**src/rtl/bp_pkg.sv**
```systemverilog
// Shared widths, counter encodings and BTB entry record
// for the branch target predictor.
package bp_pkg;

  localparam int IDX_BITS = 4;
  localparam int PC_W     = 16;
  localparam int TAG_W    = PC_W - IDX_BITS;
  localparam int DEPTH    = 1 << IDX_BITS;

  localparam logic [1:0] CTR_SNT = 2'b00;
  localparam logic [1:0] CTR_WNT = 2'b01;
  localparam logic [1:0] CTR_WT  = 2'b10;
  localparam logic [1:0] CTR_ST  = 2'b11;

  typedef logic [PC_W-1:0]     pc_t;
  typedef logic [IDX_BITS-1:0] idx_t;
  typedef logic [TAG_W-1:0]    tag_t;

  typedef struct packed {
    logic       valid;
    tag_t       tag;
    pc_t        target;
    logic [1:0] ctr;
  } bp_entry_t;

  function automatic idx_t pc_idx(input pc_t pc);
    return pc[IDX_BITS-1:0];
  endfunction

  function automatic tag_t pc_tag(input pc_t pc);
    return pc[PC_W-1:IDX_BITS];
  endfunction

endpackage

```
**src/rtl/branch_target_predictor_if.sv**
```systemverilog
// Fetch lookup and execute update bundle between the
// predictor and its neighbouring pipeline stages.
interface branch_target_predictor_if;
  import bp_pkg::*;

  pc_t  lookup_pc;
  pc_t  target_bp;
  logic target_en_bp;
  logic hit_bp;
  logic update_en;
  pc_t  update_pc;
  logic update_taken;
  pc_t  update_target;

  modport master (
    output lookup_pc,
    output update_en,
    output update_pc,
    output update_taken,
    output update_target,
    input  target_bp,
    input  target_en_bp,
    input  hit_bp
  );

  modport slave (
    input  lookup_pc,
    input  update_en,
    input  update_pc,
    input  update_taken,
    input  update_target,
    output target_bp,
    output target_en_bp,
    output hit_bp
  );

endinterface

```
**src/rtl/bp_sat_ctr2.sv**
```systemverilog
// Two-bit saturating direction counter, next-state only.
// Saturates at strong-NT and strong-T, never wraps.
module bp_sat_ctr2
  import bp_pkg::*;
(
  input  logic [1:0] i_ctr,
  input  logic       i_taken,
  output logic [1:0] o_ctr
);

  always_comb begin
    o_ctr = i_ctr;
    unique case (1'b1)
      (i_taken && i_ctr != CTR_ST):
        o_ctr = i_ctr + 2'd1;
      (!i_taken && i_ctr != CTR_SNT):
        o_ctr = i_ctr - 2'd1;
      default: ;
    endcase
  end

endmodule

```
**src/rtl/branch_target_predictor.sv**
```systemverilog
// Direct-mapped BTB with 2-bit counters; zero-latency lookup
// for fetch, single-cycle writeback from execute.
module branch_target_predictor
  import bp_pkg::*;
(
  input  logic                      clk,
  input  logic                      reset,
  branch_target_predictor_if.slave  bp
);

  bp_entry_t  r_tbl [DEPTH];

  idx_t       w_lk_idx;
  tag_t       w_lk_tag;
  bp_entry_t  w_lk_e;
  logic       w_lk_hit;

  idx_t       w_up_idx;
  tag_t       w_up_tag;
  bp_entry_t  w_up_e;
  logic       w_up_hit;
  logic [1:0] w_nxt_ctr;
  logic       w_up_wr;
  bp_entry_t  w_up_new;

  assign w_lk_idx = pc_idx(bp.lookup_pc);
  assign w_lk_tag = pc_tag(bp.lookup_pc);
  assign w_lk_e   = r_tbl[w_lk_idx];
  assign w_lk_hit = w_lk_e.valid
                 && (w_lk_e.tag == w_lk_tag);

  // Lookup sees only registered state: no update bypass.
  assign bp.hit_bp       = w_lk_hit;
  assign bp.target_en_bp = w_lk_hit && w_lk_e.ctr[1];
  assign bp.target_bp    = bp.target_en_bp
                         ? w_lk_e.target : '0;

  assign w_up_idx = pc_idx(bp.update_pc);
  assign w_up_tag = pc_tag(bp.update_pc);
  assign w_up_e   = r_tbl[w_up_idx];
  assign w_up_hit = w_up_e.valid
                 && (w_up_e.tag == w_up_tag);

  bp_sat_ctr2 u_ctr (
    .i_ctr   (w_up_e.ctr),
    .i_taken (bp.update_taken),
    .o_ctr   (w_nxt_ctr)
  );

  always_comb begin
    w_up_wr  = 1'b0;
    w_up_new = w_up_e;
    unique case (1'b1)
      (bp.update_en && w_up_hit): begin
        w_up_wr      = 1'b1;
        w_up_new.ctr = w_nxt_ctr;
        if (bp.update_taken)
          w_up_new.target = bp.update_target;
      end
      (bp.update_en && !w_up_hit
        && bp.update_taken): begin
        w_up_wr         = 1'b1;
        w_up_new.valid  = 1'b1;
        w_up_new.tag    = w_up_tag;
        w_up_new.target = bp.update_target;
        w_up_new.ctr    = CTR_WT;
      end
      default: ;
    endcase
  end

  always_ff @(posedge clk) begin
    if (!reset) begin
      for (int i = 0; i < DEPTH; i++) begin
        r_tbl[i].valid  <= 1'b0;
        r_tbl[i].tag    <= '0;
        r_tbl[i].target <= '0;
        r_tbl[i].ctr    <= CTR_WNT;
      end
    end else if (w_up_wr) begin
      r_tbl[w_up_idx] <= w_up_new;
    end
  end

endmodule

```
**src/flat_wrapper.sv**
```systemverilog
// flat-port wrapper written by rule: the top's interface ports become plain ports
module branch_target_predictor_flat import bp_pkg::*;
  (clk, reset, bp_lookup_pc, bp_update_en, bp_update_pc, bp_update_taken, bp_update_target, bp_target_bp, bp_target_en_bp, bp_hit_bp);
  branch_target_predictor_if bp_i ();
  input  logic clk;
  input  logic reset;
  input wire logic [$bits(bp_i.lookup_pc)-1:0] bp_lookup_pc;
  input wire logic [$bits(bp_i.update_en)-1:0] bp_update_en;
  input wire logic [$bits(bp_i.update_pc)-1:0] bp_update_pc;
  input wire logic [$bits(bp_i.update_taken)-1:0] bp_update_taken;
  input wire logic [$bits(bp_i.update_target)-1:0] bp_update_target;
  output wire logic [$bits(bp_i.target_bp)-1:0] bp_target_bp;
  output wire logic [$bits(bp_i.target_en_bp)-1:0] bp_target_en_bp;
  output wire logic [$bits(bp_i.hit_bp)-1:0] bp_hit_bp;
  assign bp_i.lookup_pc = bp_lookup_pc;
  assign bp_i.update_en = bp_update_en;
  assign bp_i.update_pc = bp_update_pc;
  assign bp_i.update_taken = bp_update_taken;
  assign bp_i.update_target = bp_update_target;
  assign bp_target_bp = bp_i.target_bp;
  assign bp_target_en_bp = bp_i.target_en_bp;
  assign bp_hit_bp = bp_i.hit_bp;
  branch_target_predictor u_core (.clk(clk), .reset(reset), .bp(bp_i));
endmodule
```
**config.mk**
```make
export PLATFORM = sky130hd
export DESIGN_NAME = branch_target_predictor_flat
export DESIGN_NICKNAME = d
export VERILOG_FILES = /design/src/rtl/bp_pkg.sv /design/src/rtl/branch_target_predictor_if.sv /design/src/rtl/bp_sat_ctr2.sv /design/src/rtl/branch_target_predictor.sv /design/src/flat_wrapper.sv
export SDC_FILE = /design/constraint.sdc
export NUM_CORES = 1
export LEC_CHECK = 0
export BUFFER_PORTS_ARGS = -buffer_cell sky130_fd_sc_hd__buf_2
export CAP_MARGIN = 10
export CORE_UTILIZATION = 28
export DETAILED_ROUTE_END_ITERATION = 10
export GPL_TIMING_DRIVEN = 0
export PLACE_DENSITY_LB_ADDON = 0.3
export RECOVER_POWER = 50
export SYNTH_ARGS = -nofsm -noshare
export SYNTH_HDL_FRONTEND = slang
export SYNTH_SLANG_ARGS = --single-unit
```
**constraint.sdc**
```tcl
create_clock -name clk -period 4.9 [get_ports clk]
set_input_delay 1.225 -clock clk [delete_from_list [all_inputs] [get_ports clk]]
set_output_delay 1.225 -clock clk [all_outputs]
set_load 0.02 [all_outputs]
```
==> flow_summary.ini <==
[status]
status = finished with violations
violations = setup timing

[sta]
rsz0062_at_grt = true
period_share_pct = 111
setup_violations = 703
max_clock_freq_ghz = 0.184
max_slew_margin_pct = 27.5
finalCriticalPeriod_ns = 5.43
hold_violations = 0
fin_hold_ws_ns = 0.487
tightest_slew_ns = 1.08
skew_ns = 0.0397
setup_slack_ns = -0.528
maxSlewViolCount = 0

[power_and_ir_drop]
power_switching_share_pct = 25.9
p_total_uw = 10900
seq_power_share_pct = 45.2
internal_power_uw = 8050
p_comb_share_pct = 13.5
power_density_nw_per_um2 = 344
leakage_uw = 0.0111
switching_power_uw = 2810
p_clk_share_pct = 41.3
peakVddDrop_v = 0.000277

[clock_tree]
insertion_delay_ns = 0.65
cts.path.max_buffers = 3
cts_hold_buffers = 0
root_buffer = clkbuf_16
clock_sinks = 496
cts_tree = built
cts.clk_slew.worst_paths_ns = 0.06
htree_levels = 2
cts_buffers = 55

[finish]
nFillCells = 9139
top_regs = u_core.r_tbl x496
nets = 1984
drive_gt1_share_pct = 34.4
area_growth_syn_to_layout_pct = 19.7
top_register = u_core.r_tbl
largest_register_ffs = 496
layout.cells.non_filler = 3233

[grt]
grt_start_max_net_pins = 20
grt_pass1_vias = 18848
antenna_found_initial = 3
grt_usage_pct = 22.7
grt_pass1_wl_um = 149000
overflow = 0

[worst_setup_path]
reg2reg_setup_slack_ns = 0.65
worstPathArrival_ns = 4.20
critPathSlowestCell = mux4_2
end_kind = output pin
crit_chain = clkbuf_16, buf_12, buf_12, buf_6, buf_4, mux4_2, mux2i_1, a21oi_2, xnor2_1, nand4_1, nor3_4, buf_12, clkbuf_16, and3_4, buf_6
startpoint_type = input pin
required_ns = 3.67
crit_path_frequent_cell = buf_12
critPathLaunch = bp_lookup_pc[0]
crit_fanout = 7
rr_startpoint = u_core.r_tbl[13][25]$_SDFFCE_PN0P_
critical_path_class = in2out
max_stage_delay_ns = 0.50
rr_worst_depth = 10

[floorplan]
die_w_um = 309
num_io_pins = 70
die_h_um = 309
die_area_um2 = 95600
core-area_um2 = 93300
rows = 112
initial_utilization_pct = 28.3

[worst_hold_path]
whs_path_depth = 2
hp-start = u_core.r_tbl[8][30]$_DFF_P_
hp-class = reg2reg

[route]
drc_errors = 0
first_iter_violations = 2709
drtAntennaViolNets = 0
vias = 18722
routed_via_density = 5.79
dr.pass1.iters = 6
routedWlPerCell_um = 33.9
drt-total-wl_um = 109000

[synthesis]
synthesis.area_um2 = 26400
synth_top_area_cell = edfxtp_1
synth_flop_cell = edfxtp_1
synth_top_area_share_pct = 56.3
syn_nets = 1800
netlist_top_cells_area = edfxtp_1, mux4_2, nor2_1
async_reset_ff_share_pct = 0
yosys.cell_count.top_type = edfxtp_1
ys_ff_latch = 496
synth_common_cells = edfxtp_1, nor2_1, mux4_2
yosys_warnings = 0
synthCells = 1748
syn_avg_cell_area_um2 = 15.1
netlist-cell-type-count = 62
yosysSeqAreaShare_pct = 56.4
synth_edf_count = 495

[run]
maxCapViolations = 0

[place]
gp_congestion = 0.880
io_buffer_count = 63
placedCellCount = 3077
dp_hpwl_um = 67200
path summary, 6_finish.rpt:
| kind | to |
|---|---|
| min | u_core.r_tbl[8][30]$_DFF_P_ |
| max | bp_target_bp[1] |
| min reg2reg | u_core.r_tbl[8][30]$_DFF_P_ |
| max reg2reg | u_core.r_tbl[14][6]$_SDFFCE_PN0P_ |
per-layer routing:
layer / global-route usage (%) / wire length [um]
met1: 29.4 / 40700
met2: 36.0 / 50400
met3: 5.65 / 12700
met4: 10.5 / 5700
met5: 0 / 0
repair_timing:
action                                  4_1_cts  5_1_grt
buffers inserted                             37        4
pin swaps                                     8        3
gates resized for setup                     134       15
gates cloned                                 10        0
endpoints found under the setup margin      629      281
cells by family (layout without fill, tap and decap cells):
| family | count (synthesis) | in the layout | share of synthesized area (%) |
|---|---|---|---|
| fa+ha+maj | 1 | 1 | 0.0379 |
| xor+xnor | 24 | 24 | 0.796 |
| flops | 496 | 496 | 56.4 |
| mux | 352 | 352 | 25.9 |
| simple gates | 551 | 560 | 9.18 |
| compound gates | 126 | 126 | 3.80 |
| buf+inv | 198 | 419 | 3.88 |
| other cells | 0 | 1 | 0 |
cell usage in the layout, fill, tap and decap left out, drive strengths merged, types with 3 or more instances in the layout:
cell and n:
a211oi 3, a21oi 63, a22oi 18, and2 4, and3 20, buf 227, bufinv 10, clkbuf 129
clkdlybuf4s15 5, clkinv 25, edfxtp 495, inv 22, mux2 3, mux2i 84, mux4 265, nand2 45
nand2b 17, nand3 12, nand4 3, nor2 331, nor2b 8, nor3 106, nor4 7, o211ai 17
o21ai 7, xnor2 16, xor2 8
worst max-delay path, delay by kind of cell:
| family | cells | cell delay (ns) |
|---|---|---|
| compound gates | 1 | 0.14 |
| simple gates | 3 | 0.88 |
| xor+xnor | 1 | 0.15 |
| buf+inv | 8 | 1.09 |
| mux | 2 | 0.68 |
through the flow:
step	utilization [%]	worst slack [ns]	instance area [um2]	setup TNS (ns)
2_1_floorplan	-	0.00364	26500	0
3_3_place_gp	30.4	-3.10	28300	-1562.84
3_5_place_dp	30.7	-2.41	28600	-846.21
4_1_cts	33.8	-0.460	31500	-7.66
5_1_grt	33.9	-0.554	31600	-262.46
6_report	33.9	-0.528	31600	-216.24
cell type report:
type | count | area, um2 | share of cell area (%)
Clock buffer | 66 | 1470 | 4.65
Antenna cell | 1 | 2.50 | 0.00792
Clock inverter | 37 | 440 | 1.39
Inverter | 21 | 78.8 | 0.249
Buffer | 177 | 1230 | 3.89
Sequential cell | 496 | 14900 | 47.1
Tap cell | 1254 | 1570 | 4.96
Timing Repair Buffer | 118 | 1060 | 3.35
Multi-Input combinational cell | 1063 | 10900 | 34.4
power groups by stage:
stage	clock (uW)	combinational (uW)	sequential, uW
finish	4480	1470	4910
global route	4630	1510	4920
CTS	4480	1440	4910
detailed placement	0	1340	5000
global placement	0	1300	5000
floorplan	0	854	4960
No activity file was read; power rests on OpenSTA's default activity.
